===== config.mk =====
export PLATFORM = sky130hd
export DESIGN_NAME = ctrl_pipe
export DESIGN_NICKNAME = d
export VERILOG_FILES = /design/src/rtl/ctrl_pkg.sv /design/src/rtl/ctrl_decode.sv /design/src/rtl/ctrl_pipe.sv
export SDC_FILE = /design/constraint.sdc
export NUM_CORES = 1
export LEC_CHECK = 0
export CORE_MARGIN = 2
export CORE_UTILIZATION = 32
export DETAILED_ROUTE_END_ITERATION = 16
export PLACE_DENSITY = 0.6
export RECOVER_POWER = 25
export SYNTH_ARGS = -nofsm -noshare
export SYNTH_HDL_FRONTEND = slang
export SYNTH_HIERARCHICAL = 1
export SYNTH_SLANG_ARGS = --single-unit

===== constraint.sdc =====
create_clock -name clk -period 1.8 [get_ports clk]
set_clock_uncertainty 0.15 [all_clocks]
set_input_delay 0.18 -clock clk [delete_from_list [all_inputs] [get_ports clk]]
set_output_delay 0.18 -clock clk [all_outputs]
set_load 0.03 [all_outputs]

===== src/rtl/ctrl_pkg.sv =====
// Shared constants for the pipelined control path: opcodes, ALUOp and
// forwarding encodings, and the layout of the per-instruction control bundle.
package ctrl_pkg;

    localparam logic [6:0] OP_R      = 7'b0110011;
    localparam logic [6:0] OP_LOAD   = 7'b0000011;
    localparam logic [6:0] OP_STORE  = 7'b0100011;
    localparam logic [6:0] OP_BRANCH = 7'b1100011;
    localparam logic [6:0] OP_IMM    = 7'b0010011;
    localparam logic [6:0] OP_JAL    = 7'b1101111;

    localparam logic [1:0] ALU_ADD   = 2'b00;
    localparam logic [1:0] ALU_SUB   = 2'b01;
    localparam logic [1:0] ALU_FUNCT = 2'b10;

    localparam logic [1:0] FWD_RF    = 2'b00;
    localparam logic [1:0] FWD_EXMEM = 2'b10;
    localparam logic [1:0] FWD_MEMWB = 2'b01;

    // Low byte mirrors the classic {ALUSrc..ALUOp} ordering; Jump/Link sit above it.
    localparam int B_ALU_OP     = 0;
    localparam int B_BRANCH     = 2;
    localparam int B_MEM_WRITE  = 3;
    localparam int B_MEM_READ   = 4;
    localparam int B_REG_WRITE  = 5;
    localparam int B_MEM_TO_REG = 6;
    localparam int B_ALU_SRC    = 7;
    localparam int B_JUMP       = 8;
    localparam int B_LINK       = 9;
    localparam int BUNDLE_W     = 10;

    typedef logic [BUNDLE_W-1:0] bundle_t;

    localparam bundle_t BUBBLE = '0;

endpackage


===== src/rtl/ctrl_decode.sv =====
// Combinational opcode decoder: control bundle, source-register use flags
// and the illegal-instruction flag for the ID stage.
module ctrl_decode
    import ctrl_pkg::*;
#(
    parameter bit EN_IALU = 1'b1,
    parameter bit EN_JAL  = 1'b1
) (
    input  logic       id_valid,
    input  logic [6:0] opcode,
    output bundle_t    bundle,
    output logic       use_rs1,
    output logic       use_rs2,
    output logic       illegal
);

    always_comb begin
        bundle  = BUBBLE;
        use_rs1 = 1'b0;
        use_rs2 = 1'b0;
        illegal = id_valid;
        case (opcode)
            OP_R: begin
                bundle[B_REG_WRITE]     = 1'b1;
                bundle[B_ALU_OP +: 2]   = ALU_FUNCT;
                use_rs1 = 1'b1;
                use_rs2 = 1'b1;
                illegal = 1'b0;
            end
            OP_LOAD: begin
                bundle[B_ALU_SRC]       = 1'b1;
                bundle[B_MEM_TO_REG]    = 1'b1;
                bundle[B_REG_WRITE]     = 1'b1;
                bundle[B_MEM_READ]      = 1'b1;
                bundle[B_ALU_OP +: 2]   = ALU_ADD;
                use_rs1 = 1'b1;
                illegal = 1'b0;
            end
            OP_STORE: begin
                bundle[B_ALU_SRC]       = 1'b1;
                bundle[B_MEM_WRITE]     = 1'b1;
                bundle[B_ALU_OP +: 2]   = ALU_ADD;
                use_rs1 = 1'b1;
                use_rs2 = 1'b1;
                illegal = 1'b0;
            end
            OP_BRANCH: begin
                bundle[B_BRANCH]        = 1'b1;
                bundle[B_ALU_OP +: 2]   = ALU_SUB;
                use_rs1 = 1'b1;
                use_rs2 = 1'b1;
                illegal = 1'b0;
            end
            OP_IMM: begin
                if (EN_IALU) begin
                    bundle[B_ALU_SRC]     = 1'b1;
                    bundle[B_REG_WRITE]   = 1'b1;
                    bundle[B_ALU_OP +: 2] = ALU_FUNCT;
                    use_rs1 = 1'b1;
                    illegal = 1'b0;
                end
            end
            OP_JAL: begin
                if (EN_JAL) begin
                    bundle[B_JUMP]        = 1'b1;
                    bundle[B_REG_WRITE]   = 1'b1;
                    bundle[B_LINK]        = 1'b1;
                    bundle[B_ALU_OP +: 2] = ALU_ADD;
                    illegal = 1'b0;
                end
            end
            default: ;
        endcase
    end

endmodule


===== src/rtl/ctrl_pipe.sv =====
// Pipelined control path: decode in ID, carry the control bundle through
// ID/EX, EX/MEM and MEM/WB, with load-use stall, flush, forwarding and counters.
module ctrl_pipe
    import ctrl_pkg::*;
#(
    parameter int REG_AW  = 5,
    parameter bit EN_IALU = 1'b1,
    parameter bit EN_JAL  = 1'b1,
    parameter int CNT_W   = 16
) (
    input  logic              clk,
    input  logic              rst_n,
    input  logic              id_valid,
    input  logic [6:0]        id_opcode,
    input  logic [REG_AW-1:0] id_rs1,
    input  logic [REG_AW-1:0] id_rs2,
    input  logic [REG_AW-1:0] id_rd,
    input  logic              flush,
    output logic              stall,
    output logic              id_illegal,
    output logic [1:0]        ex_alu_op,
    output logic              ex_alu_src,
    output logic              ex_branch,
    output logic              ex_jump,
    output logic [1:0]        fwd_a,
    output logic [1:0]        fwd_b,
    output logic              mem_read,
    output logic              mem_write,
    output logic              wb_reg_write,
    output logic              wb_mem_to_reg,
    output logic              wb_link,
    output logic [REG_AW-1:0] wb_rd,
    output logic [CNT_W-1:0]  stall_cnt,
    output logic [CNT_W-1:0]  flush_cnt
);

    bundle_t dec_bundle;
    logic    use_rs1;
    logic    use_rs2;
    logic    dec_illegal;

    ctrl_decode #(
        .EN_IALU (EN_IALU),
        .EN_JAL  (EN_JAL)
    ) u_decode (
        .id_valid (id_valid),
        .opcode   (id_opcode),
        .bundle   (dec_bundle),
        .use_rs1  (use_rs1),
        .use_rs2  (use_rs2),
        .illegal  (dec_illegal)
    );

    bundle_t                    idex_bundle_reg;
    logic [REG_AW-1:0]          idex_rd_reg;
    logic [1:0][REG_AW-1:0]     idex_rs_reg;
    logic                       exmem_mem_read_reg, exmem_mem_write_reg;
    logic                       exmem_reg_write_reg, exmem_mem_to_reg_reg, exmem_link_reg;
    logic [REG_AW-1:0]          exmem_rd_reg;
    logic                       memwb_reg_write_reg, memwb_mem_to_reg_reg, memwb_link_reg;
    logic [REG_AW-1:0]          memwb_rd_reg;
    logic [CNT_W-1:0]           stall_cnt_reg, flush_cnt_reg;

    logic load_use;
    logic accept;

    assign load_use = id_valid && idex_bundle_reg[B_MEM_READ] && (idex_rd_reg != '0) &&
                      (((idex_rd_reg == id_rs1) && use_rs1) || ((idex_rd_reg == id_rs2) && use_rs2));
    assign stall    = load_use && !flush;
    // Anything not accepted enters ID/EX as a full bubble, including its register fields.
    assign accept   = id_valid && !dec_illegal && !stall && !flush;

    always_ff @(posedge clk or negedge rst_n) begin
        if (!rst_n) begin
            idex_bundle_reg      <= BUBBLE;
            idex_rd_reg          <= '0;
            idex_rs_reg          <= '0;
            exmem_mem_read_reg   <= 1'b0;
            exmem_mem_write_reg  <= 1'b0;
            exmem_reg_write_reg  <= 1'b0;
            exmem_mem_to_reg_reg <= 1'b0;
            exmem_link_reg       <= 1'b0;
            exmem_rd_reg         <= '0;
            memwb_reg_write_reg  <= 1'b0;
            memwb_mem_to_reg_reg <= 1'b0;
            memwb_link_reg       <= 1'b0;
            memwb_rd_reg         <= '0;
        end else begin
            idex_bundle_reg      <= accept ? dec_bundle : BUBBLE;
            idex_rd_reg          <= accept ? id_rd : '0;
            idex_rs_reg          <= accept ? {id_rs2, id_rs1} : '0;
            exmem_mem_read_reg   <= idex_bundle_reg[B_MEM_READ];
            exmem_mem_write_reg  <= idex_bundle_reg[B_MEM_WRITE];
            exmem_reg_write_reg  <= idex_bundle_reg[B_REG_WRITE];
            exmem_mem_to_reg_reg <= idex_bundle_reg[B_MEM_TO_REG];
            exmem_link_reg       <= idex_bundle_reg[B_LINK];
            exmem_rd_reg         <= idex_rd_reg;
            memwb_reg_write_reg  <= exmem_reg_write_reg;
            memwb_mem_to_reg_reg <= exmem_mem_to_reg_reg;
            memwb_link_reg       <= exmem_link_reg;
            memwb_rd_reg         <= exmem_rd_reg;
        end
    end

    always_ff @(posedge clk or negedge rst_n) begin
        if (!rst_n) begin
            stall_cnt_reg <= '0;
            flush_cnt_reg <= '0;
        end else begin
            if (stall && (stall_cnt_reg != '1))
                stall_cnt_reg <= stall_cnt_reg + CNT_W'(1);
            if (flush && (flush_cnt_reg != '1))
                flush_cnt_reg <= flush_cnt_reg + CNT_W'(1);
        end
    end

    // Operand 0 is rs1, operand 1 is rs2; the younger EX/MEM result wins.
    logic [1:0][1:0] fwd_sel;

    for (genvar gi = 0; gi < 2; gi++) begin : g_fwd
        assign fwd_sel[gi] =
            (exmem_reg_write_reg && (exmem_rd_reg != '0) && (exmem_rd_reg == idex_rs_reg[gi])) ? FWD_EXMEM :
            (memwb_reg_write_reg && (memwb_rd_reg != '0) && (memwb_rd_reg == idex_rs_reg[gi])) ? FWD_MEMWB :
            FWD_RF;
    end

    assign fwd_a         = fwd_sel[0];
    assign fwd_b         = fwd_sel[1];
    assign id_illegal    = dec_illegal;
    assign ex_alu_op     = idex_bundle_reg[B_ALU_OP +: 2];
    assign ex_alu_src    = idex_bundle_reg[B_ALU_SRC];
    assign ex_branch     = idex_bundle_reg[B_BRANCH];
    assign ex_jump       = idex_bundle_reg[B_JUMP];
    assign mem_read      = exmem_mem_read_reg;
    assign mem_write     = exmem_mem_write_reg;
    assign wb_reg_write  = memwb_reg_write_reg;
    assign wb_mem_to_reg = memwb_mem_to_reg_reg;
    assign wb_link       = memwb_link_reg;
    assign wb_rd         = memwb_rd_reg;
    assign stall_cnt     = stall_cnt_reg;
    assign flush_cnt     = flush_cnt_reg;

endmodule


Word level (Yosys, flattened, before mapping)

Cells that the tools add are included.
W data, S select, Z words.

Output and inout port bits: 53
Bits in registers: 75

Multiplexer cells: 17
Reductions and logical operators: 30
Equality and inequality tests: 14
Add/sub/neg operators: 2

Operators by type and width:

| cell                    | number |
|---|---|
| $add A16 B1 Y16 const B | 2 |
| $ne A16 B16 Y1 const B  | 2 |
| $eq A5 B5 Y1            | 6 |
| $mux W10                | 2 |
| $logic_and A1 B1 Y1     | 17 |
| $reduce_bool A5 Y1      | 3 |
| $eq A7 B6 Y1 const B    | 2 |
| $eq A7 B7 Y1 const B    | 2 |
| $mux W1                 | 10 |
| $eq A7 B2 Y1 const B    | 1 |
| $eq A7 B5 Y1 const B    | 1 |
| $mux W2                 | 3 |
| $reduce_or A3 Y1        | 2 |
| $reduce_or A6 Y1        | 1 |
| $mux W5                 | 1 |
| $reduce_or A5 Y1        | 1 |
| $pmux W2 S2             | 1 |
| $reduce_or A4 Y1        | 1 |
| $logic_not A1 Y1        | 3 |
| $reduce_or A2 Y1        | 1 |
| $logic_or A1 B1 Y1      | 1 |

Logic depth before layout (Yosys ltp)

Gate-level depths: netlist of run 1.

Word-level depth: 11
Gate-level depth with buffers: 8
Gate-level depth less buffers: 7

By module

The synthesis of run 1 kept the hierarchy.

By module, submodules not included:

| module      | cells an instance | times used | seq. area each (µm²) | area each (µm²) |
|---|---|---|---|---|
| ctrl_pipe   | 272               | 1          | 1,876.8              | 3,268.1 |
| ctrl_decode | 23                | 1          | 0.0                  | 156.4 |

Worst setup path after synthesis of run 1

OpenSTA, ideal clock, no wires.

Path type: flip-flop to output port
From: reg exmem_rd_reg[1]
To: out fwd_a[0]
Buffers on the path: 0
Data arrival time: 2.336 ns
Path slack: -0.866 ns
Cell stages (with the launch flop): 5
Cell sequence: dfrtp_1 > or4_1 > o21ai_0 > nor4_1 > nor4_1

Word-level cells in the longest chain between the ends: 4
Elaborated cells between the ends (all ways): 5

RTL lines:

| element                | line             | text |
|---|---|---|
| start, declared        | ctrl_pipe.sv:59  | `logic [REG_AW-1:0] exmem_rd_reg;` |
| start signal, assigned | ctrl_pipe.sv:97  | `exmem_rd_reg <= idex_rd_reg;` |
| $reduce_bool A5 Y1     | ctrl_pipe.sv:122 | `(exmem_reg_write_reg && (exmem_rd_reg != '0) && (exmem_rd_reg == idex_rs_reg[gi])) ? FWD_EXMEM :` |
| $logic_and A1 B1 Y1    | ctrl_pipe.sv:122 |  |
| $logic_and A1 B1 Y1 *  | ctrl_pipe.sv:122 |  |
| $mux W2 *              | ctrl_pipe.sv:122 |  |
| end, declared          | ctrl_pipe.sv:25  | `output logic [1:0] fwd_a,` |

Every way passes the cells marked *; elsewhere a longest branch is shown, timed or not.

Worst setup path in the final report of run 1

From: reg idex_rs_reg[0] in the netlist's numbering
To: out fwd_a[0]

Word-level cells in the longest chain between the ends: 4
Elaborated cells between the ends (all ways): 6

RTL lines:

| element                | line             | text |
|---|---|---|
| start, declared        | ctrl_pipe.sv:56  | `logic [1:0][REG_AW-1:0] idex_rs_reg;` |
| start signal, assigned | ctrl_pipe.sv:91  | `idex_rs_reg <= accept ? {id_rs2, id_rs1} : '0;` |
| $eq A5 B5 Y1           | ctrl_pipe.sv:123 | `(memwb_reg_write_reg && (memwb_rd_reg != '0) && (memwb_rd_reg == idex_rs_reg[gi])) ? FWD_MEMWB :` |
| $logic_and A1 B1 Y1    | ctrl_pipe.sv:123 |  |
| $mux W1                | ctrl_pipe.sv:123 |  |
| $mux W2 *              | ctrl_pipe.sv:122 |  |

Marked as above.

==> results of run 1 <==
## worst reg2reg max path: stages (launching register included)
cell and delay [ns]:
dfrtp_1 0.47, buf_6 0.16, nor3_4 0.20, a21oi_4 0.10
a2111oi_4 0.47, buf_4 0.24, and2_4 0.14
## area by class of cell
type / instances / area, sq um
multi-input combinational: 207 / 1870
clock inverter: 3 / 45.0
sequential: 75 / 1910
clock buffer: 13 / 169
timing repair buffer: 165 / 1480
inverter: 5 / 18.8
tap: 136 / 170
fill: 940 / 4710
## power breakdown
group	switching, mW	internal (mW)	leakage [nW]
Clock	0.616	0.755	0.102
Sequential	0.112	1.80	0.977
Combinational	0.503	0.454	1.61
Total	1.23	3.01	2.69
## routing by layer
layer  share of wire [%]  up-vias  global-route usage, %
met2                  49       63                   25.3
met1                  45     1354                   20.2
met4                 1.5        0                   6.04
met3                 4.1       12                   3.09
met5                   0        -                      0
li1                    -     1361                      -
## stage by stage
| step | cells | power, mW | hold WS [ns] |
|---|---|---|---|
| 6_report | 604 | 4.24 | 0.124 |
| 5_1_grt | 604 | 4.46 | 0.118 |
| 4_1_cts | 599 | 4.24 | 0.148 |
| 3_5_place_dp | 569 | 2.88 | 0.00991 |
| 3_3_place_gp | 569 | 2.86 | 0.0143 |
| 2_1_floorplan | 295 | 2.38 | -0.266 |
## how the worst max path moves through the flow
| stage | endpoint | depth (start not counted) | slack [ns] |
|---|---|---|---|
| after CTS | fwd_a[0] | 5 | -0.57 |
| after detailed placement | stall_cnt[15] | 9 | -0.56 |
| final | fwd_a[0] | 5 | -0.53 |
| after global placement | stall_cnt[15] | 9 | -0.52 |
| after floorplan | fwd_a[0] | 3 | -0.21 |
| after global routing | fwd_a[0] | 5 | -0.60 |
## logic make-up after synthesis
| family | Yosys count |
|---|---|
| flops | 75 |
| fa+ha+maj | 2 |
| xor+xnor | 56 |
| mux | 2 |
| buf+inv | 13 |
| compound gates | 16 |
| simple gates | 131 |
## repair_timing
item	in CTS	in global routing
hold endpoints to repair	32	0
pin swaps	35	27
gates cloned	1	0
gates resized for setup	74	49
setup endpoints to repair	74	57
hold buffers	1	0
setup buffers	14	6
## cell usage in the layout (no fill, tap or decap), types with 3 or more instances in the layout
cell | Yosys | final
dlymetal6s2s_1 | 0 | 4
dfrtp_1 | 75 | 51
buf_6 | 2 | 12
and2_1 | 26 | 15
nor3_1 | 7 | 5
xor2_1 | 19 | 19
xnor2_1 | 37 | 24
nand3b_1 | 3 | 3
clkdlybuf4s50_1 | 0 | 33
xnor2_2 | 0 | 12
nand3_1 | 12 | 7
nor4_4 | 0 | 5
and2_4 | 0 | 11
nand2_1 | 17 | 13
buf_12 | 0 | 5
nor2_1 | 16 | 15
buf_4 | 4 | 69
or4_4 | 0 | 3
dlygate4sd2_1 | 0 | 30
dfrtp_2 | 0 | 24
inv_1 | 5 | 5
clkbuf_1 | 1 | 5
nand3_2 | 0 | 3
clkbuf_2 | 0 | 3
nand2_2 | 0 | 4
and4_1 | 6 | 5
nand4_1 | 15 | 15
clkbuf_8 | 0 | 12
and3_1 | 7 | 7
==> run metrics, run 1 <==
status finished with violations; failing checks setup timing; Worst EP arrival about 2.0 ns; post-synthesis sequential area ratio 54.8%; Routed Wire Length 8350 um; vias after detailed routing 2790; routed len/inst around 14 um; DR vias/cell approximately 4.6; mux share of post-synthesis cell area less than 1%; worst-margin pin slew approximately 0.87 ns; initial antenna violation count 0; Clock Tree Buf Depth 2; number of global-route vias before repair ~2900; crit-path max cell delay about 0.52 ns; CP cell instances buf_6, xor2_1, or4_4, nor4_4, buf_4; worst path bufs/invs 2; Worst Hold End idex_bundle_reg[4]; CP Capture Type output pin; P&R area growth vs syn 65.2%; critical path class reg -> out; Avg Cell Area, Syn about 12 sq um; top_reg_cell synth dfrtp_1; PD cells around 750 mW/mm^2; die area roughly 0.012 sq mm; Rows 37; delay-heaviest family, CP simple AND/OR/NAND/NOR gates; Initial DRC Count 47; gr usage total between 10% and 20%; fraction of layout cells with a size suffix above 1 a little over two fifths; xor/xnor share of the synthesized area between 10 and 15%; RSZ-0062 raised after global routing yes; hold path depth 4; setup total negative slack -7.06 ns; Remaining Overflow, GRT 0; H-tree levels 3; DRT Pass-1 Iters 4; worst setup path start idex_rs_reg[0]; most frequent cell after synthesis dfrtp_1; Setup-failing EPs final between 40 and 50; Nets 491; first-pass GRT wire length approximately 14000 um; Post-synth top cells 75 x dfrtp_1, 37 x xnor2_1, 26 x and2_1; fin area approximately 0.0057 sq mm; Worst R2R Path Depth 6; cell area after synthesis 0.00342 sq mm; DR DRC count 0; reg2reg end idex_bundle_reg[9]; Hold/Removal Path Class in -> reg; number of flops mapped to enable cells by yosys 0; clk_lat worst skew approximately 0.35 ns; # diodes 0; worst reg-to-reg setup slack -0.18 ns; CTS clk-pin slew, worst paths about 0.080 ns; PortBufs ~80; Distinct cells, synth 40; Setup crit start kind flip-flop; CTS Buf Count 9; area share of fa/ha/maj cells after synthesis less than 1%; Initial Util roughly a third; Final WS setup -0.533 ns; WP data required around 1.5 ns; largest family of logic cells by synthesized area simple AND/OR/NAND/NOR gates; CTS Sinks 75; placed cell areas between 0.005 and 0.006 sq mm; compound-cell area share of the yosys netlist 4.79%; Synth area leaders dfrtp_1 55%, xnor2_1 9.5%, xor2_1 4.9%, and2_1 4.7%, nand4_1 2.7%; Mapped Nets ~320; LEAKAGE 2.69 nW; Synthesis Warnings 6; Fmax approximately 0.43 GHz; Max-slew headroom a little over two fifths; Finished Core Util a little over half; # IOs between 70 and 80; Synth top area share ~55%; CP Max Fanout 2; Routed Antenna Nets 0; Die W approximately 110 um; Fin. Hold Viols 0; crit path time final 2.33 ns; Worst R2R Start idex_rd_reg[1]; Cells after Synth 295; leading area contributor after synthesis dfrtp_1; post-synthesis register bit count between 70 and 80; final clock period utilization by the worst path 130%; simple-gate area share of the yosys netlist around 22%; largest net degree at the start of global routing 44; max-slew violation count 0; routability congestion estimate from global placement a little under 0.8; Max Cap Viol 0; hold path start id_opcode[4]; Post-synth ARST share 100%; CTS tree yes; Die Span Y ~110 um; root buffer cell clkbuf_8; core area ~0.010 sq mm; maximum VDD drop between 0.0008 and 0.0009 V; CP max stage cell or4_4; DP Worst Slack -0.559 ns; Post-DP HPWL approximately 6000 um
No activity file was read; power rests on OpenSTA's default activity.
==> run 2: changes to the inputs <==
--- a/config.mk
+++ b/config.mk
@@ -10,6 +10,7 @@
 export DETAILED_ROUTE_END_ITERATION = 16
 export PLACE_DENSITY = 0.6
 export RECOVER_POWER = 25
+export SLEW_MARGIN = 10
 export SYNTH_ARGS = -nofsm -noshare
 export SYNTH_HDL_FRONTEND = slang
 export SYNTH_HIERARCHICAL = 1
==> results of run 2 <==
No change in the layout: final DEF, timing and power equal those of run 1.
